$ cat src/rtl/gpu_mem_pkg.sv
// Shared definitions for the GPU memory-command path: command word layout,
// opcodes and responder FSM state encodings.
package gpu_mem_pkg;

  localparam int CMD_W = 290;
  localparam int RSP_W = 256;

  // Command word field positions (LSB of each field)
  localparam int OP_LSB   = 288;
  localparam int ADDR_LSB = 264;
  localparam int MASK_LSB = 256;
  localparam int DATA_LSB = 0;

  localparam logic [1:0] OP_NOP   = 2'b00;
  localparam logic [1:0] OP_WRITE = 2'b01;
  localparam logic [1:0] OP_READ  = 2'b10;
  localparam logic [1:0] OP_RSVD  = 2'b11;

  localparam logic [1:0] ST_IDLE    = 2'd0;
  localparam logic [1:0] ST_WR_REQ  = 2'd1;
  localparam logic [1:0] ST_RD_REQ  = 2'd2;
  localparam logic [1:0] ST_RD_DATA = 2'd3;

  function automatic logic [CMD_W-1:0] pack_cmd(input logic [1:0]   op,
                                                input logic [23:0]  addr,
                                                input logic [7:0]   wmask,
                                                input logic [255:0] wdata);
    return {op, addr, wmask, wdata};
  endfunction

endpackage

$ cat src/rtl/gpu_mem_cmd_responder.sv
// Pops commands from the FWFT command FIFO, runs them one at a time on a
// single-outstanding memory port and pushes read lines to the response FIFO.
module gpu_mem_cmd_responder
  import gpu_mem_pkg::*;
#(
  parameter int ADDR_W = 24,
  parameter int DATA_W = 256,
  parameter int MASK_W = 8
) (
  input  logic              clk,
  input  logic              nRst,
  input  logic [CMD_W-1:0]  cmd_q,
  input  logic              cmd_empty,
  output logic              cmd_rdreq,
  output logic [DATA_W-1:0] rsp_data,
  output logic              rsp_wrreq,
  input  logic              rsp_full,
  output logic              mem_req,
  output logic              mem_we,
  output logic [ADDR_W-1:0] mem_addr,
  output logic [DATA_W-1:0] mem_wdata,
  output logic [MASK_W-1:0] mem_wmask,
  input  logic              mem_ack,
  input  logic              mem_rvalid,
  input  logic [DATA_W-1:0] mem_rdata,
  output logic              busy,
  output logic              err_illegal
);

  logic [1:0]        state;
  logic [1:0]        cmd_op;
  logic [ADDR_W-1:0] cmd_addr;
  logic [MASK_W-1:0] cmd_wmask;
  logic [DATA_W-1:0] cmd_wdata;

  assign cmd_op    = cmd_q[OP_LSB +: 2];
  assign cmd_addr  = cmd_q[ADDR_LSB +: ADDR_W];
  assign cmd_wmask = cmd_q[MASK_LSB +: MASK_W];
  assign cmd_wdata = cmd_q[DATA_LSB +: DATA_W];

  // NOTE: all state and outputs are registers updated with <=, so every
  // branch below reads the pre-edge values regardless of statement order.
  always_ff @(posedge clk) begin
    if (!nRst) begin
      state       <= ST_IDLE;
      cmd_rdreq   <= 1'b0;
      rsp_wrreq   <= 1'b0;
      rsp_data    <= '0;
      mem_req     <= 1'b0;
      mem_we      <= 1'b0;
      mem_addr    <= '0;
      mem_wdata   <= '0;
      mem_wmask   <= '0;
      busy        <= 1'b0;
      err_illegal <= 1'b0;
    end else begin
      // NOTE: pop/push strobes default low each cycle so they are single pulses.
      cmd_rdreq <= 1'b0;
      rsp_wrreq <= 1'b0;

      case (state)
        ST_IDLE: begin
          // While cmd_rdreq is high the FIFO head still shows the command
          // being popped, so it must not be decoded a second time.
          if (!cmd_empty && !cmd_rdreq) begin
            case (cmd_op)
              OP_WRITE: begin
                cmd_rdreq <= 1'b1;
                mem_req   <= 1'b1;
                mem_we    <= 1'b1;
                mem_addr  <= cmd_addr;
                mem_wmask <= cmd_wmask;
                mem_wdata <= cmd_wdata;
                busy      <= 1'b1;
                state     <= ST_WR_REQ;
              end
              OP_READ: begin
                // Only start a read when its response is guaranteed a slot.
                if (!rsp_full) begin
                  cmd_rdreq <= 1'b1;
                  mem_req   <= 1'b1;
                  mem_we    <= 1'b0;
                  mem_addr  <= cmd_addr;
                  busy      <= 1'b1;
                  state     <= ST_RD_REQ;
                end
              end
              OP_RSVD: begin
                cmd_rdreq   <= 1'b1;
                err_illegal <= 1'b1;
              end
              default: cmd_rdreq <= 1'b1;
            endcase
          end
        end

        ST_WR_REQ: begin
          if (mem_ack) begin
            mem_req <= 1'b0;
            busy    <= 1'b0;
            state   <= ST_IDLE;
          end
        end

        ST_RD_REQ: begin
          if (mem_ack) begin
            mem_req <= 1'b0;
            if (mem_rvalid) begin
              rsp_data  <= mem_rdata;
              rsp_wrreq <= 1'b1;
              busy      <= 1'b0;
              state     <= ST_IDLE;
            end else begin
              state <= ST_RD_DATA;
            end
          end
        end

        ST_RD_DATA: begin
          if (mem_rvalid) begin
            rsp_data  <= mem_rdata;
            rsp_wrreq <= 1'b1;
            busy      <= 1'b0;
            state     <= ST_IDLE;
          end
        end

        default: begin
          busy  <= 1'b0;
          state <= ST_IDLE;
        end
      endcase
    end
  end

endmodule
$ cat config.mk
export PLATFORM = sky130hd
export DESIGN_NAME = gpu_mem_cmd_responder
export DESIGN_NICKNAME = d
export VERILOG_FILES = /design/src/rtl/gpu_mem_pkg.sv /design/src/rtl/gpu_mem_cmd_responder.sv
export SDC_FILE = /design/constraint.sdc
export NUM_CORES = 1
export LEC_CHECK = 0
export ABC_AREA = 1
export CAP_MARGIN = 20
export CORE_AREA = 8 8 426 428
export CTS_CLUSTER_SIZE = 16
export DETAILED_ROUTE_END_ITERATION = 8
export DIE_AREA = 0 0 434 436
export GPL_ROUTABILITY_DRIVEN = 0
export REMOVE_ABC_BUFFERS = 1
export SETUP_SLACK_MARGIN = 0.02
export SLEW_MARGIN = 20
export SYNTH_ARGS = -nofsm -noshare
export SYNTH_HDL_FRONTEND = slang
export SYNTH_SLANG_ARGS = --single-unit
$ cat constraint.sdc
create_clock -name clk -period 2.7 [get_ports clk]
set_input_delay 0.675 -clock clk [delete_from_list [all_inputs] [get_ports clk]]
set_output_delay 0.675 -clock clk [all_outputs]
set_load 0.05 [all_outputs]
==> run summary <==
Average wire length per cell after detail routing -> 18.7 um
Clock tree from TritonCTS -> yes
Max VDD drop -> 484 uV
Maximum number of pins on one net before global-route repair -> 74
Clock Pin Slew Worst Setup and Hold Paths -> 60 ps
Post-detailed-placement cell area -> 34100 um2
Initial standard-cell utilization of the core -> 11.4%
Die area -> 189000 um2
Slowest library cell on the worst path -> sky130_fd_sc_hd__clkdlybuf4s50_1
Fill count -> 19400
Unrepaired setup endpoints after global routing -> false
Clock period minus worst slack -> 2590 ps
Post-layout util -> 20.8%
Drt initial violations -> 1069
Die span in y -> 436 um
Wire length of the first global-routing pass -> 154000 um
Final design instance area without fill -> 36400 um2
Crit share post-route -> 96.1%
Max-cap check violation count -> 0
Required time reported for the critical path endpoint -> 2030 ps
Number of search-and-repair iterations in the first detailed-routing pass -> 6
Number of cells in the finished layout apart from fillers -> 5964
Worst-path maximum fanout -> 2
Clock sinks -> 552
Leakage power -> 12.5 nW
H-tree level count -> 3
Via count of the first global-routing pass -> 21200
Post-synth design cell area -> 19900 um2
Largest clock skew in the final design -> 26.0 ps
Start-to-end type of the worst setup path -> flip-flop to primary output
Total buffers and inverters traversed by the critical path -> 1
Worst min-delay path class -> primary input to flip-flop
Final number of setup-violating endpoints -> 0
DP Cell Count -> 5827
Worst-case headroom to the max-slew limit -> 55.9%
Number of vias per cell after detailed routing -> 3.58
Total CTS buffers -> 70
Core ar. -> 175000 um2
Bufs on Longest Clock Path -> 3
Arrival @ worst endpoint -> 1920 ps
Buffers inserted during post-CTS setup optimization -> 0
Fmax -> 0.385 GHz
Number of hold buffers added after cts -> 0
Number of nets in the finished design -> 4117
Share of synthesized area occupied by flip-flops and latches -> 55.6%
Delay-heaviest family, CP -> buffers and inverters
Via count -> 21400
Most instantiated flip-flop cell in the synthesis netlist -> sky130_fd_sc_hd__dfxtp_1
Run status -> complete, no violations
Fraction of layout instances using a drive strength above 1 -> 7.94%
Number of buffers inserted by port buffering -> 1101
Register bit total from synthesis -> 552
Number of antenna violations at the first check in global routing -> 24
DPL Wire Length -> 89000 um
Final hold violation count -> 0
Kind of end point of the critical path -> primary output
Cell chain of the critical path -> clkdlybuf4s50_1
Io pins -> 1102
Final sum of negative setup slack -> 0 ps
Synthesized netlist cell count -> 2476
Width of the die -> 434 um
CP max stage delay -> 880 ps
Remaining DRCs -> 0
Area overhead of the layout relative to synthesis -> 83.1%
Ys Warns -> 0
Startpoint class of the critical path -> flip-flop
Remaining global-route overflow -> 0
Synth cell types -> 24
Mean instance size in the synthesized netlist -> 8.03 um2
Worst-skew pair later-pin latency -> 670 ps
Share of async-settable or async-resettable flops after synthesis -> 0%
Number of routed nets with antenna violations -> 0
Total of cells resized after clock tree synthesis -> 36
Global Route Usage Sum -> 11.1%
EDFF count, synth -> 0
Wire length after detailed routing -> 112000 um
Final number of max-transition violations -> 0
Power density over the cells -> 785 nW/um2
Clock root buffer -> sky130_fd_sc_hd__clkbuf_16
Slew of the pin with the lowest slew margin -> 664 ps
Number of core rows -> 154
sequential cells by signal, summed over array words and instances (netlist names):
register and flops:
mem_wdata 256, rsp_data 256, mem_addr 24, mem_wmask 8, state 2, busy 1, cmd_rdreq 1, err_illegal 1
mem_req 1, mem_we 1, rsp_wrreq 1
stage by stage:
step           setup slack [ps]  total power, mW  hold WS (ps)
3_3_place_gp               61.4             19.1           429
6_report                    105             28.6           392
3_5_place_dp               26.1             19.2           433
5_1_grt                    17.4             29.9           331
4_1_cts                    22.8             29.1           298
2_1_floorplan            -10030             14.9           512
synth_stat cells (all sizes together), types with 3 or more instances:
library cell	instances	area (um2)
buf	100	488
nand2	301	1130
nor2	16	81.3
a21oi	548	2740
ha	6	75.1
o21ai	266	1340
nand3	289	1460
inv	283	1060
dfxtp	552	11100
clkbuf	109	418
nand4	3	18.8
layout make-up:
cell class | count | area (um2) | area share [%]
multi-input cells | 1432 | 6880 | 18.9
repair buffers | 1220 | 12100 | 33.2
clock inverters | 23 | 278 | 0.763
well taps | 2340 | 2930 | 8.04
flip-flops and latches | 552 | 11100 | 30.4
clock buffers | 105 | 2070 | 5.68
inverters | 283 | 1080 | 2.96
diodes | 9 | 22.5 | 0.0619
power breakdown:
group / switching (mW) / leakage [nW] / internal (mW)
clock: 4.00 / 1.15 / 5.65
combinational: 6.13 / 6.91 / 3.19
sequential: 0.558 / 4.48 / 9.06
cells by family (layout without fill, tap and decap cells):
group,count (synthesis),after routing,share of synthesized area (%)
compound gates,816,816,20.6
fa+ha+maj,6,6,0.378
buf+inv,492,1631,9.90
flops,552,552,55.6
other cells,0,9,0
simple gates,610,610,13.6
final timing paths:
check	slack, ps	to	cells past startpoint	start
worst max-delay path	110	rsp_data[117]	1	rsp_data[117]
worst min-delay path	390	mem_wdata[113]	3	nRst
worst max register to register	520	rsp_data[212]	10	state[0]
worst min register to register	440	mem_wdata[173]	2	mem_wdata[173]
placed cells by master (no fill, tap or decap), drive strengths merged:
| master | count |
|---|---|
| a21oi | 548 |
| a31oi | 1 |
| buf | 167 |
| bufinv | 3 |
| clkbuf | 105 |
| clkdlybuf4s50 | 1013 |
| clkinv | 12 |
| clkinvlp | 1 |
| dfxtp | 552 |
| diode | 9 |
| dlygate4sd2 | 36 |
| dlymetal6s2s | 4 |
| ha | 6 |
| inv | 290 |
| nand2 | 301 |
| nand3 | 289 |
| nand4 | 3 |
| nor2 | 16 |
| nor3 | 1 |
| o21a | 1 |
| o21ai | 266 |
metal layers:
layer / wire, um / global-route usage [%] / share of wire (%) / up-vias
li1: - / - / - / 10400
met1: 39900 / 11.6 / 36 / 9970
met2: 57700 / 20.3 / 52 / 833
met3: 9690 / 4.00 / 8.7 / 189
met4: 4220 / 4.12 / 3.8 / 6
met5: 30 / 0 / 0.027 / -
Power figures use the tool's default switching activity.
